File: src/rtl/roulette_pkg.sv
// Shared definitions for the roulette round controller.
// Provides key opcodes, round-state encodings, bus widths and the
// bet-table entry layout used by bet_round_controller and hold_timer.
package roulette_pkg;

  localparam int unsigned OPC_W    = 6;
  localparam int unsigned CHIP_W   = 3;
  localparam int unsigned IDX_W    = 4;
  localparam int unsigned DATA_W   = 8;
  localparam int unsigned TMR_W    = 32;
  localparam int unsigned MAX_BETS = 12;

  localparam logic [OPC_W-1:0] OPC_SPIN = 6'b111110;
  localparam logic [OPC_W-1:0] OPC_NONE = 6'b111111;

  typedef enum logic [1:0] {
    ST_BETTING  = 2'd0,
    ST_SPINNING = 2'd1,
    ST_SETTLE   = 2'd2
  } round_state_e;

  // One bet-table slot: chip amount code above the target opcode.
  typedef struct packed {
    logic [1:0]       amount;
    logic [OPC_W-1:0] opcode;
  } bet_entry_t;

endpackage

File: src/rtl/bet_round_controller_hold_timer.sv
// hold_timer: reloadable down-counter.
//   i_clock     : clock
//   i_reset     : async active-high reset
//   i_load      : (re)load counter with CYCLES
//   o_busy      : registered, high for exactly CYCLES cycles after the last load
//   o_expire_c  : combinational, high in the final counting cycle (the edge
//                 that ends it brings the count to zero)
module hold_timer
  import roulette_pkg::*;
#(
  parameter int unsigned CYCLES = 1
) (
  input  logic i_clock,
  input  logic i_reset,
  input  logic i_load,
  output logic o_busy,
  output logic o_expire_c
);

  logic [TMR_W-1:0] r_cnt;
  logic             r_busy;

  // Count down to zero; a load always wins so retriggers leave no gap.
  always_ff @(posedge i_clock or posedge i_reset) begin
    if (i_reset) begin
      r_cnt  <= '0;
      r_busy <= 1'b0;
    end else if (i_load) begin
      r_cnt  <= TMR_W'(CYCLES);
      r_busy <= (CYCLES != 0);
    end else begin
      if (r_cnt != '0) r_cnt <= r_cnt - TMR_W'(1);
      r_busy <= (r_cnt > TMR_W'(1));
    end
  end

  assign o_busy     = r_busy;
  assign o_expire_c = (r_cnt == TMR_W'(1)) && !i_load;

endmodule

File: src/rtl/bet_round_controller.sv
// bet_round_controller: sequences one roulette round.
//   i_clock/i_reset      : clock, async active-high reset
//   i_key_valid          : strobe, decoded key on i_bet_opcode
//   i_bet_opcode         : bet target, SPIN or NONE
//   i_chip_color         : [2] chip present, [1:0] amount code
//   i_spin_done          : payout computed, ends SPINNING
//   o_bet_wr_en/idx/data : bet-table write port
//   o_bet_count          : bets accepted this round
//   o_spin_active        : wheel spinning
//   o_bet_ack            : held HOLD_CYCLES after each accept
//   o_bet_reject         : refused bet or spin key
//   o_table_clear        : end-of-round table clear
//   o_round_state        : current state encoding
module bet_round_controller
  import roulette_pkg::*;
#(
  parameter int unsigned HOLD_CYCLES   = 100_000_000,
  parameter int unsigned SETTLE_CYCLES = 100_000_000
) (
  input  logic              i_clock,
  input  logic              i_reset,
  input  logic              i_key_valid,
  input  logic [OPC_W-1:0]  i_bet_opcode,
  input  logic [CHIP_W-1:0] i_chip_color,
  input  logic              i_spin_done,
  output logic              o_bet_wr_en,
  output logic [IDX_W-1:0]  o_bet_wr_idx,
  output logic [DATA_W-1:0] o_bet_wr_data,
  output logic [IDX_W-1:0]  o_bet_count,
  output logic              o_spin_active,
  output logic              o_bet_ack,
  output logic              o_bet_reject,
  output logic              o_table_clear,
  output logic [1:0]        o_round_state
);

  round_state_e r_state, w_state_nxt;

  logic             r_bet_wr_en, r_spin_active, r_bet_reject, r_table_clear;
  logic [IDX_W-1:0] r_bet_count, r_bet_wr_idx;
  bet_entry_t       r_bet_wr_data;

  logic w_bet_key, w_spin_key, w_has_bets, w_has_room;
  logic w_accept, w_reject, w_spin_go, w_spin_end, w_clear;
  logic w_ack_busy, w_ack_expire_unused;
  logic w_settle_busy_unused, w_settle_expire_c;

  assign w_bet_key  = i_key_valid && (i_bet_opcode < OPC_SPIN);
  assign w_spin_key = i_key_valid && (i_bet_opcode == OPC_SPIN);
  assign w_has_bets = (r_bet_count != '0);
  assign w_has_room = (r_bet_count < IDX_W'(MAX_BETS));

  // State register.
  always_ff @(posedge i_clock or posedge i_reset) begin
    if (i_reset) r_state <= ST_BETTING;
    else         r_state <= w_state_nxt;
  end

  // Next-state logic; spin_done has priority over any key while spinning.
  always_comb begin
    w_state_nxt = r_state;
    case (r_state)
      ST_BETTING:  if (w_spin_key && w_has_bets) w_state_nxt = ST_SPINNING;
      ST_SPINNING: if (i_spin_done)              w_state_nxt = ST_SETTLE;
      ST_SETTLE:   if (w_settle_expire_c)        w_state_nxt = ST_BETTING;
      default:                                   w_state_nxt = ST_BETTING;
    endcase
  end

  // Output decode: events to be registered on this edge.
  always_comb begin
    w_accept   = 1'b0;
    w_reject   = 1'b0;
    w_spin_go  = 1'b0;
    w_spin_end = 1'b0;
    w_clear    = 1'b0;
    case (r_state)
      ST_BETTING: begin
        w_accept  = w_bet_key && i_chip_color[2] && w_has_room;
        w_reject  = (w_bet_key && !(i_chip_color[2] && w_has_room)) ||
                    (w_spin_key && !w_has_bets);
        w_spin_go = w_spin_key && w_has_bets;
      end
      ST_SPINNING: w_spin_end = i_spin_done;
      ST_SETTLE:   w_clear    = w_settle_expire_c;
      default: ;
    endcase
  end

  // Registered outputs and bet datapath.
  always_ff @(posedge i_clock or posedge i_reset) begin
    if (i_reset) begin
      r_bet_wr_en   <= 1'b0;
      r_bet_wr_idx  <= '0;
      r_bet_wr_data <= '0;
      r_bet_count   <= '0;
      r_spin_active <= 1'b0;
      r_bet_reject  <= 1'b0;
      r_table_clear <= 1'b0;
    end else begin
      r_bet_wr_en   <= w_accept;
      r_bet_reject  <= w_reject;
      r_table_clear <= w_clear;
      if (w_accept) begin
        r_bet_wr_idx  <= r_bet_count;
        r_bet_wr_data <= '{amount: i_chip_color[1:0], opcode: i_bet_opcode};
        r_bet_count   <= r_bet_count + IDX_W'(1);
      end else if (w_clear) begin
        r_bet_count <= '0;
      end
      if (w_spin_go)       r_spin_active <= 1'b1;
      else if (w_spin_end) r_spin_active <= 1'b0;
    end
  end

  hold_timer #(.CYCLES(HOLD_CYCLES)) u_ack_timer (
    .i_clock    (i_clock),
    .i_reset    (i_reset),
    .i_load     (w_accept),
    .o_busy     (w_ack_busy),
    .o_expire_c (w_ack_expire_unused)
  );

  // Loaded on the spin_done edge so the settle interval starts in SETTLE.
  hold_timer #(.CYCLES(SETTLE_CYCLES)) u_settle_timer (
    .i_clock    (i_clock),
    .i_reset    (i_reset),
    .i_load     (w_spin_end),
    .o_busy     (w_settle_busy_unused),
    .o_expire_c (w_settle_expire_c)
  );

  assign o_bet_wr_en   = r_bet_wr_en;
  assign o_bet_wr_idx  = r_bet_wr_idx;
  assign o_bet_wr_data = r_bet_wr_data;
  assign o_bet_count   = r_bet_count;
  assign o_spin_active = r_spin_active;
  assign o_bet_ack     = w_ack_busy;
  assign o_bet_reject  = r_bet_reject;
  assign o_table_clear = r_table_clear;
  assign o_round_state = r_state;

endmodule

File: config.mk
export PLATFORM = sky130hd
export DESIGN_NAME = bet_round_controller
export DESIGN_NICKNAME = d
export VERILOG_FILES = /design/src/rtl/roulette_pkg.sv /design/src/rtl/bet_round_controller_hold_timer.sv /design/src/rtl/bet_round_controller.sv
export SDC_FILE = /design/constraint.sdc
export NUM_CORES = 1
export LEC_CHECK = 0
export CORE_MARGIN = 4
export CORE_UTILIZATION = 50
export DETAILED_ROUTE_END_ITERATION = 10
export PLACE_DENSITY = 0.7
export SETUP_SLACK_MARGIN = 0.4
export SLEW_MARGIN = 40
export SYNTH_ARGS = -nofsm -noshare
export SYNTH_HDL_FRONTEND = slang
export SYNTH_HIERARCHICAL = 1
export SYNTH_SLANG_ARGS = --single-unit
File: constraint.sdc
create_clock -name i_clock -period 3.05 [get_ports i_clock]
set_input_delay 0.61 -clock i_clock [delete_from_list [all_inputs] [get_ports i_clock]]
set_output_delay 0.61 -clock i_clock [all_outputs]
set_load 0.05 [all_outputs]
==> summary.md, run 1 <==
| Metric | Value |
|---|---|
| Core region area | 0.00881 sq mm |
| DRC violations left | 0 |
| Resize count post-CTS | 0 |
| Initial core utilization | 51.8% |
| Fmax | 400 MHz |
| Clock insertion delay at the later pin of the skew report | 0.36 ns |
| Area growth from synthesis to layout | 14.2% |
| Final #Nets | 529 |
| Area after DPL | 0.00503 sq mm |
| CTS Buf Count | 9 |
| VDD IR max | 0.000363 V |
| First-pass GRT wire length | 17.5 mm |
| Worst-path clk slew | 0.09 ns |
| Clock Path Buffers | 2 |
| Cts hold-fix bufs | 0 |
| Met1 Wirelength | 4.77 mm |
| Met3 WL | 443 microns |
| Die area | 0.0107 sq mm |
| Layout cell share with drive strength beyond 1 | 8.35% |
| DR top layer | met4 |
| PD cells | 790 mW/mm^2 |
| Post-CTS Setup Bufs | 0 |
| Die height | 104 microns |
| Commonest non-fill, non-tap cell in the layout | dfrtp_1 |
| Antenna violations before repair | 0 |
| Setup TNS | 0 ns |
| Setup Crit Path Kind | reg -> reg |
| Design area | 0.00521 sq mm |
| Layout Cells excl Fill | 623 |
| Final antenna-violating net count | 0 |
| Outcome | complete, no violations |
| Vias per cell | 6.05 |
| Max-slew violation count | 0 |
| Startpoint types | flop |
| Yosys warns | 6 |
| Commonest non-fill, non-tap cells in the layout | 87 x dfrtp_1, 70 x nand2_1, 35 x clkdlybuf4s50_1, 34 x nor2_1, 28 x or4_1 |
| Max FO, Critical Path | 17 |
| WL/cell | 16.1 microns |
| I/O Pins | 36 |
| Unrepaired setup endpoints after global routing | no |
| Routability congestion estimate | 0.911 |
| Synthesized area per cell | 9.64 sq um |
| GRT Util Overall | 19.4% |
| Setup violators final | 0 |
| Worst Max-Slew Pin Slew | 0.586 ns |
| Synth Net Count | 492 |
| Final hold viol count | 0 |
| HP Class | reg -> reg |
| Clk_skew | 0.0124 ns |
| Final min period | 2.50 ns |
| Total Wirelength | 10.1 mm |
| Post-DP HPWL | 7.00 mm |
| Crit. End Element | flop |
| Arrival time worst endpoint | 2.78 ns |
| Vias in the first global route | 3655 |
| Ant diodes | 0 |
| Relative slew slack | 60.6% |
| Data required, critical path | 3.33 ns |
| Post-Synthesis Cells | 473 |
| Pleak | 1.89 nW |
| Die width | 104 microns |
| TritonRoute pass-1 iters | 5 |
| Largest net degree at the start of global routing | 34 |
| H-tree depth | 3 |
| Routed met2 length | 4.74 mm |
| Global route overflow | 0 |
| Syn Std Cell Area | 0.00456 sq mm |
| Clock sink count | 87 |
| TritonCTS clock tree | done |
| DRT iter0 DRCs | 215 |
| # rows | 34 |
| DR vias | 3767 |
| Fin util | 59.1% |
| Max_cap viols | 0 |
| Tcrit/Tclk final | 82.0% |
| Cells after DPL | 607 |
| Root buf cell | clkbuf_8 |
| IO buf count | 35 |
==> worst max-delay path, cell delays in order (launching register included) <==
cell	delay, ns
dfrtp_1	0.45
inv_1	0.07
ha_1	0.29
nor3b_1	0.19
and4_1	0.30
a211o_2	0.48
or4_1	0.49
a21oi_1	0.16
==> layer usage <==
metal	track usage, %	vias to the layer above
li1	-	1825
met1	26.6	1833
met2	31.0	102
met3	3.98	7
met4	6.36	0
met5	0	-
==> final cells by class <==
cell class,instances,area [sq um]
flip-flops and latches,87,2180
inverters,15,56.3
multi-input cells,355,2260
well taps,108,135
repair buffers,42,403
clock inverters,7,55.1
fillers,739,3600
clock buffers,9,124
==> metrics by stage <==
| stage | total power [mW] | hold WS, ns | worst slack, ns |
|---|---|---|---|
| global route | 4.37 | 0.499 | 0.423 |
| detailed placement | 3.38 | 0.463 | 0.531 |
| floorplan | 2.88 | 0.503 | 0.817 |
| CTS | 4.15 | 0.485 | 0.521 |
| global placement | 3.34 | 0.460 | 0.669 |
| finish | 4.11 | 0.478 | 0.550 |
==> final timing paths <==
path	slack (ns)	from	to	depth (start not counted)
setup / recovery	0.55	u_ack_timer/r_cnt[0]	u_ack_timer/r_cnt[31]	7
hold / removal	0.48	o_bet_wr_data[7]	o_bet_wr_data[7]	2
setup reg to reg	0.55	u_ack_timer/r_cnt[0]	u_ack_timer/r_cnt[31]	7
hold reg to reg	0.48	o_bet_wr_data[7]	o_bet_wr_data[7]	2
max in group asynchronous	1.97	i_reset	u_ack_timer/o_busy	3
min in group asynchronous	0.68	i_reset	o_round_state[0]	2
==> flip-flops by register name (all words and copies together) (netlist names) <==
register and cells:
o_bet_count 4, o_bet_reject 1, o_bet_wr_data 8, o_bet_wr_en 1, o_bet_wr_idx 4, o_round_state 2
o_spin_active 1, o_table_clear 1, u_ack_timer/o_busy 1, u_ack_timer/r_cnt 32, u_settle_timer/r_cnt 32
==> power by group <==
part           switching [mW]  internal, mW
sequential              0.368          1.44
clock                   0.441         0.306
combinational           0.977         0.578
(Power assumes the default switching activity.)
==> inputs of run 2 (changes only) <==
- clock period: 3.05 -> 2.5 ns (I/O delays scaled with it)
==> summary.md, run 2 (synthesis gave the netlist of run 1 again) <==
| Metric | Value |
|---|---|
| Outcome | complete, no violations (unchanged) |
| Crit Reg-Reg Endpoint | u_settle_timer/r_cnt[19] (was u_ack_timer/r_cnt[31]) |
| Max FO, Critical Path | 8 (was 17) |
| Routability congestion estimate | 0.895 (was 0.911) |
| Die area | 0.0107 sq mm (unchanged) |
| Ant diodes | 0 (unchanged) |
| Startpoint types | flop (unchanged) |
| Final min period | 2.08 ns (was 2.50 ns) |
| Crit Reg-Reg Startpoint | u_settle_timer/r_cnt[1] (was u_ack_timer/r_cnt[0]) |
| Crit. End Element | flop (unchanged) |
| Hold_sp | o_bet_wr_idx[3] (was o_bet_wr_data[7]) |
| Relative slew slack | 65.8% (was 60.6%) |
| # rows | 34 (unchanged) |
| Max-slew violation count | 0 (unchanged) |
| Switching power total | 2.40 mW (was 1.79 mW) |
| Fmax | 480 MHz (was 400 MHz) |
| DP Worst Slack | 0.133 ns (was 0.531 ns) |
| WHS | 0.480 ns (was 0.478 ns) |
| H-tree depth | 3 (unchanged) |
| Register area | 0.00219 sq mm (was 0.00218 sq mm) |
| Core region area | 0.00881 sq mm (unchanged) |
| DR vias | 4139 (was 3767) |
| Switching Share | 43.7% (was 43.4%) |
| Post-DP HPWL | 7.10 mm (was 7.00 mm) |
| Setup TNS | 0 ns (unchanged) |
| Clock sink count | 87 (unchanged) |
| IO buf count | 35 (unchanged) |
| Worst-path clk slew | 0.10 ns (was 0.09 ns) |
| Die height | 104 microns (unchanged) |
| Commonest non-fill, non-tap cells in the layout | 75 x dfrtp_1, 69 x nand2_1, 55 x buf_4, 29 x nor2_1, 29 x clkdlybuf4s50_1 (was 87 x dfrtp_1, 70 x nand2_1, 35 x clkdlybuf4s50_1, 34 x nor2_1, 28 x or4_1) |
| Commonest non-fill, non-tap cell in the layout | dfrtp_1 (unchanged) |
| Die width | 104 microns (unchanged) |
| DR top layer | met4 (unchanged) |
| Comb power frac | 42.1% (was 37.8%) |
| GRT Util Overall | 20.4% (was 19.4%) |
| Layout Cells excl Fill | 675 (was 623) |
| Design area | 0.00591 sq mm (was 0.00521 sq mm) |
| Layout cell share with drive strength beyond 1 | 26.5% (was 8.35%) |
| Largest net degree at the start of global routing | 34 (unchanged) |
| Area growth from synthesis to layout | 29.6% (was 14.2%) |
| Cells after DPL | 616 (was 607) |
| CP max stage delay | 0.37 ns (was 0.49 ns) |
| Global route overflow | 0 (unchanged) |
| PD cells | 927 mW/mm^2 (was 790 mW/mm^2) |
| Arrival time worst endpoint | 2.38 ns (was 2.78 ns) |
| Fin util | 67.1% (was 59.1%) |
| # fillers | 670 (was 739) |
| P_int | 3.09 mW (was 2.33 mW) |
| HP Class | reg -> reg (unchanged) |
| Tcrit/Tclk final | 83.2% (was 82.0%) |
| Vias in the first global route | 3875 (was 3655) |
| Final #Nets | 581 (was 529) |
| Levels on crit path | 8 (was 7) |
| Final setup margin | 0.419 ns (was 0.550 ns) |
| Data required, critical path | 2.80 ns (was 3.33 ns) |
| Setup violators final | 0 (unchanged) |
| R2r worst-path depth | 8 (was 7) |
| Pleak | 2.22 nW (was 1.89 nW) |
| First-pass GRT wire length | 18.5 mm (was 17.5 mm) |
| TritonRoute pass-1 iters | 5 (unchanged) |
| Max_cap viols | 0 (unchanged) |
| Reg2Reg Setup Slack | 0.42 ns (was 0.55 ns) |
| Tot Pwr | 5.48 mW (was 4.11 mW) |
| DRC violations left | 0 (unchanged) |
| Multi-input gate area in the final layout | 0.00257 sq mm (was 0.00226 sq mm) |
| Initial core utilization | 51.8% (unchanged) |
| Root buf cell | clkbuf_8 (unchanged) |
| Clock insertion delay at the later pin of the skew report | 0.37 ns (was 0.36 ns) |
| DRT iter0 DRCs | 212 (was 215) |
| Antenna violations before repair | 0 (unchanged) |
| Clk_skew | 0.0149 ns (was 0.0124 ns) |
| Critical path origin | u_settle_timer/r_cnt[1] (was u_ack_timer/r_cnt[0]) |
| Crit path to | u_settle_timer/r_cnt[19] (was u_ack_timer/r_cnt[31]) |
| CTS Buf Count | 9 (unchanged) |
| Unrepaired setup endpoints after global routing | yes (was no) |
| Area after DPL | 0.00510 sq mm (was 0.00503 sq mm) |
| Total Wirelength | 11.9 mm (was 10.1 mm) |
| TritonCTS clock tree | done (unchanged) |
| Clock Path Buffers | 2 (unchanged) |
| Met3 WL | 578 microns (was 443 microns) |
| Sequential share of power | 41.1% (was 44.0%) |
| Final hold viol count | 0 (unchanged) |
| Clock Power Share | 16.7% (was 18.2%) |
| I/O Pins | 36 (unchanged) |
| CP cell instances | inv_1 -> ha_4 -> nor3b_4 -> and4_4 -> a211o_4 -> buf_6 -> or3_1 -> a21oi_2 (was inv_1 -> ha_1 -> nor3b_1 -> and4_1 -> a211o_2 -> or4_1 -> a21oi_1) |
| Routed met2 length | 5.71 mm (was 4.74 mm) |
| Setup Crit Path Kind | reg -> reg (unchanged) |
| WL/cell | 17.6 microns (was 16.1 microns) |
| Met1 Wirelength | 5.19 mm (was 4.77 mm) |
| Cts hold-fix bufs | 0 (unchanged) |
| Delay-heaviest family, CP | simple AND/OR/NAND/NOR gates (unchanged) |
| Slowest stage cell on the critical path | dfrtp_1 (was or4_1) |
| Worst Max-Slew Pin Slew | 0.511 ns (was 0.586 ns) |
| WP buf/inv | 2 (was 1) |
| Vias per cell | 6.13 (was 6.05) |
| Final antenna-violating net count | 0 (unchanged) |
| VDD IR max | 0.000509 V (was 0.000363 V) |
[run 2: layer usage]
metal	global-route usage, %	vias to the layer above
met4	9.40	0
met3	3.61	37
met2	31.5	141
met5	0	-
met1	28.0	2018
li1	-	1943
[run 2: layout make-up]
| class | count | area share (%) |
|---|---|---|
| inverters | 15 | 0.953 |
| repair buffers | 92 | 13.2 |
| clock buffers | 9 | 2.10 |
| clock inverters | 7 | 0.931 |
| well taps | 108 | 2.29 |
| multi-input cells | 357 | 43.5 |
| flip-flops and latches | 87 | 37.1 |
[run 2: how the worst min path moves through the flow]
stage | end | slack, ns | depth (start not counted)
3_5_place_dp | o_bet_wr_idx[3] | 0.46 | 2
4_1_cts | o_bet_wr_idx[3] | 0.49 | 2
5_1_grt | o_bet_wr_idx[3] | 0.51 | 2
2_1_floorplan | o_bet_count[0] | 0.49 | 1
3_3_place_gp | o_bet_wr_data[6] | 0.46 | 2
6_report | o_bet_wr_idx[3] | 0.48 | 2
[run 2: power by group through the flow]
stage          logic, mW  registers (mW)  clock network (mW)
3_5_place_dp        1.94            2.23                   0
5_1_grt             2.49            2.31               0.995
6_report            2.31            2.25               0.917
4_1_cts             2.04            2.19               0.935
3_3_place_gp        1.90            2.21                   0
2_1_floorplan      0.877            2.65                   0
[run 2: repair_timing]
action | in CTS | in global routing
endpoints found under the setup margin | 36 | 52
pin swaps | 10 | 27
gates resized for setup | 23 | 56
cloned | 1 | 1
setup buffers | 23 | 18
endpoints found under the hold margin | 0 | 0
[run 2: worst reg2reg max path: stages (launching register included)]
cell and delay [ns]:
dfrtp_1 0.37, inv_1 0.09, ha_4 0.20, nor3b_4 0.16
and4_4 0.24, a211o_4 0.37, buf_6 0.14, or3_1 0.32
a21oi_2 0.12
==> inputs of run 3 (changes only) <==
- PLACE_DENSITY: 0.7 -> 0.73
- clock period: 2.5 -> 1.74 ns (I/O delays scaled with it)
==> summary.md, run 3 (synthesis gave the netlist of run 1 again) <==
| Metric | Value |
|---|---|
| Die width | 104 microns (unchanged) |
| Setup violators final | 71 (was 0) |
| Core region area | 0.00881 sq mm (unchanged) |
| DR vias | 5951 (was 4139) |
| Clock insertion delay at the later pin of the skew report | 0.39 ns (was 0.37 ns) |
| Crit path top cell by count | buf_4 |
| WP buf/inv | 3 (was 2) |
| GRT Util Overall | 32.0% (was 20.4%) |
| Ant diodes | 0 (unchanged) |
| Vias per cell | 7.14 (was 6.13) |
| Routability congestion estimate | 0.852 (was 0.895) |
| VDD IR max | 0.00154 V (was 0.000509 V) |
| Max FO, Critical Path | 4 (was 8) |
| Antenna violations before repair | 1 (was 0) |
| CP cell instances | buf_6 -> nor4_4 -> buf_4 -> nand4_1 -> o211ai_1 -> buf_4 -> xor2_1 -> nand2_1 (was inv_1 -> ha_4 -> nor3b_4 -> and4_4 -> a211o_4 -> buf_6 -> or3_1 -> a21oi_2) |
| Total Wirelength | 24.5 mm (was 11.9 mm) |
| Data required, critical path | 2.00 ns (was 2.80 ns) |
| Final hold viol count | 0 (unchanged) |
| Fin util | 92.1% (was 67.1%) |
| Post-DP HPWL | 8.89 mm (was 7.10 mm) |
| Vias in the first global route | 5459 (was 3875) |
| Outcome | complete, but fails checks (was complete, no violations) |
| Clock sink count | 87 (unchanged) |
| Setup Crit Path Kind | reg -> reg (unchanged) |
| Root buf cell | clkbuf_8 (unchanged) |
| Startpoint types | flop (unchanged) |
| Clk_skew | 0.0236 ns (was 0.0149 ns) |
| Initial core utilization | 51.8% (unchanged) |
| Area growth from synthesis to layout | 77.8% (was 29.6%) |
| HP Class | in -> reg (was reg -> reg) |
| IO buf count | 35 (unchanged) |
| WL/cell | 29.4 microns (was 17.6 microns) |
| Met3 WL | 2.62 mm (was 578 microns) |
| WHS | 0.390 ns (was 0.480 ns) |
| Multi-input gate area in the final layout | 0.00323 sq mm (was 0.00257 sq mm) |
| # rows | 34 (unchanged) |
| TritonRoute pass-1 iters | 9 (was 5) |
| PD cells | 1400 mW/mm^2 (was 927 mW/mm^2) |
| Slowest stage cell on the critical path | o211ai_1 (was dfrtp_1) |
| Tcrit/Tclk final | 137% (was 83.2%) |
| Die area | 0.0107 sq mm (unchanged) |
| Largest net degree at the start of global routing | 34 (unchanged) |
| DRC violations left | 0 (unchanged) |
| TritonCTS clock tree | done (unchanged) |
| CP max stage delay | 0.49 ns (was 0.37 ns) |
| Final #Nets | 739 (was 581) |
| # fillers | 273 (was 670) |
| Max-slew violation count | 0 (unchanged) |
| Cts hold-fix bufs | 0 (unchanged) |
| Failing checks | setup timing |
| H-tree depth | 3 (unchanged) |
| Final setup margin | -0.650 ns (was 0.419 ns) |
| Pleak | 3.35 nW (was 2.22 nW) |
| Final min period | 2.39 ns (was 2.08 ns) |
| Max_cap viols | 0 (unchanged) |
| Fmax | 418 MHz (was 480 MHz) |
| Layout Cells excl Fill | 833 (was 675) |
| Worst Max-Slew Pin Slew | 0.482 ns (was 0.511 ns) |
| Met1 Wirelength | 7.83 mm (was 5.19 mm) |
| DR top layer | met5 (was met4) |
| First-pass GRT wire length | 27.8 mm (was 18.5 mm) |
| I/O Pins | 36 (unchanged) |
| DRT iter0 DRCs | 755 (was 212) |
| Clock Path Buffers | 2 (unchanged) |
| Die height | 104 microns (unchanged) |
| Routed met2 length | 11.1 mm (was 5.71 mm) |
| CTS Buf Count | 9 (unchanged) |
| Commonest non-fill, non-tap cell in the layout | buf_4 (was dfrtp_1) |
| Final antenna-violating net count | 0 (unchanged) |
| Unrepaired setup endpoints after global routing | yes (unchanged) |
| Global route overflow | 0 (unchanged) |
| Register area | 0.00220 sq mm (was 0.00219 sq mm) |
| Delay-heaviest family, CP | simple AND/OR/NAND/NOR gates (unchanged) |
| Layout cell share with drive strength beyond 1 | 61.2% (was 26.5%) |
| Relative slew slack | 67.7% (was 65.8%) |
| Cells after DPL | 744 (was 616) |
| Arrival time worst endpoint | 2.65 ns (was 2.38 ns) |
| Commonest non-fill, non-tap cells in the layout | 172 x buf_4, 71 x dfrtp_1, 53 x buf_6, 41 x nand2_1, 23 x nor2_1 (was 75 x dfrtp_1, 69 x nand2_1, 55 x buf_4, 29 x nor2_1, 29 x clkdlybuf4s50_1) |
| Worst-path clk slew | 0.12 ns (was 0.10 ns) |
| Crit. End Element | flop (unchanged) |
-- run 3: what timing repair did --
action	CTS	global route
pin swaps	68	61
buffers inserted	39	31
setup endpoints to repair	91	107
gates resized for setup	131	132
gates cloned	3	0
-- run 3: layout make-up --
type	instances	area share [%]
inverters	15	0.756
clock inverters	5	1.31
repair buffers	251	27.6
flip-flops and latches	87	27.1
multi-input cells	356	39.9
well taps	108	1.67
clock buffers	11	1.74
-- run 3: path summary, 6_finish.rpt --
| check | from | end | slack, ns | cells after the start |
|---|---|---|---|---|
| worst max-delay path | u_settle_timer/r_cnt[2] | u_settle_timer/r_cnt[8] | -0.65 | 8 |
| worst min-delay path | i_bet_opcode[1] | o_bet_wr_data[1] | 0.39 | 3 |
| worst max register to register | u_settle_timer/r_cnt[2] | u_settle_timer/r_cnt[8] | -0.65 | 8 |
| worst min register to register | o_bet_wr_data[2] | o_bet_wr_data[2] | 0.53 | 2 |
| max in group asynchronous | i_reset | u_settle_timer/r_cnt[25] | 0.92 | 3 |
| min in group asynchronous | i_reset | u_settle_timer/r_cnt[10] | 0.45 | 3 |
-- run 3: layer usage --
metal,up-vias,global-route usage (%)
met2,635,57.9
met5,-,0
met3,274,5.60
li1,2245,-
met1,2795,37.3
met4,2,14.0
-- run 3: worst register-to-register path: stages (launching register included) --
cell,delay (ns)
dfrtp_2,0.44
buf_6,0.13
nor4_4,0.34
buf_4,0.21
nand4_1,0.21
o211ai_1,0.49
buf_4,0.20
xor2_1,0.16
nand2_1,0.09
-- run 3: where the power goes --
group          switching, mW  leakage, nW  total [mW]  internal, mW
clock                  0.898        0.120        1.90          1.00
sequential             0.729        0.969        3.29          2.56
combinational           3.44         2.26        6.17          2.73
-- run 3: per-stage QoR --
stage | area, sq um | setup TNS [ns] | setup WS, ns | power, mW
2_1_floorplan | 4870 | -4.47 | -0.288 | 5.31
3_3_place_gp | 6260 | -8.46 | -0.258 | 6.77
3_5_place_dp | 6260 | -10.80 | -0.329 | 6.92
4_1_cts | 7320 | -8.61 | -0.285 | 9.44
5_1_grt | 8110 | -29.14 | -0.701 | 11.6
6_report | 8110 | -26.19 | -0.650 | 11.4
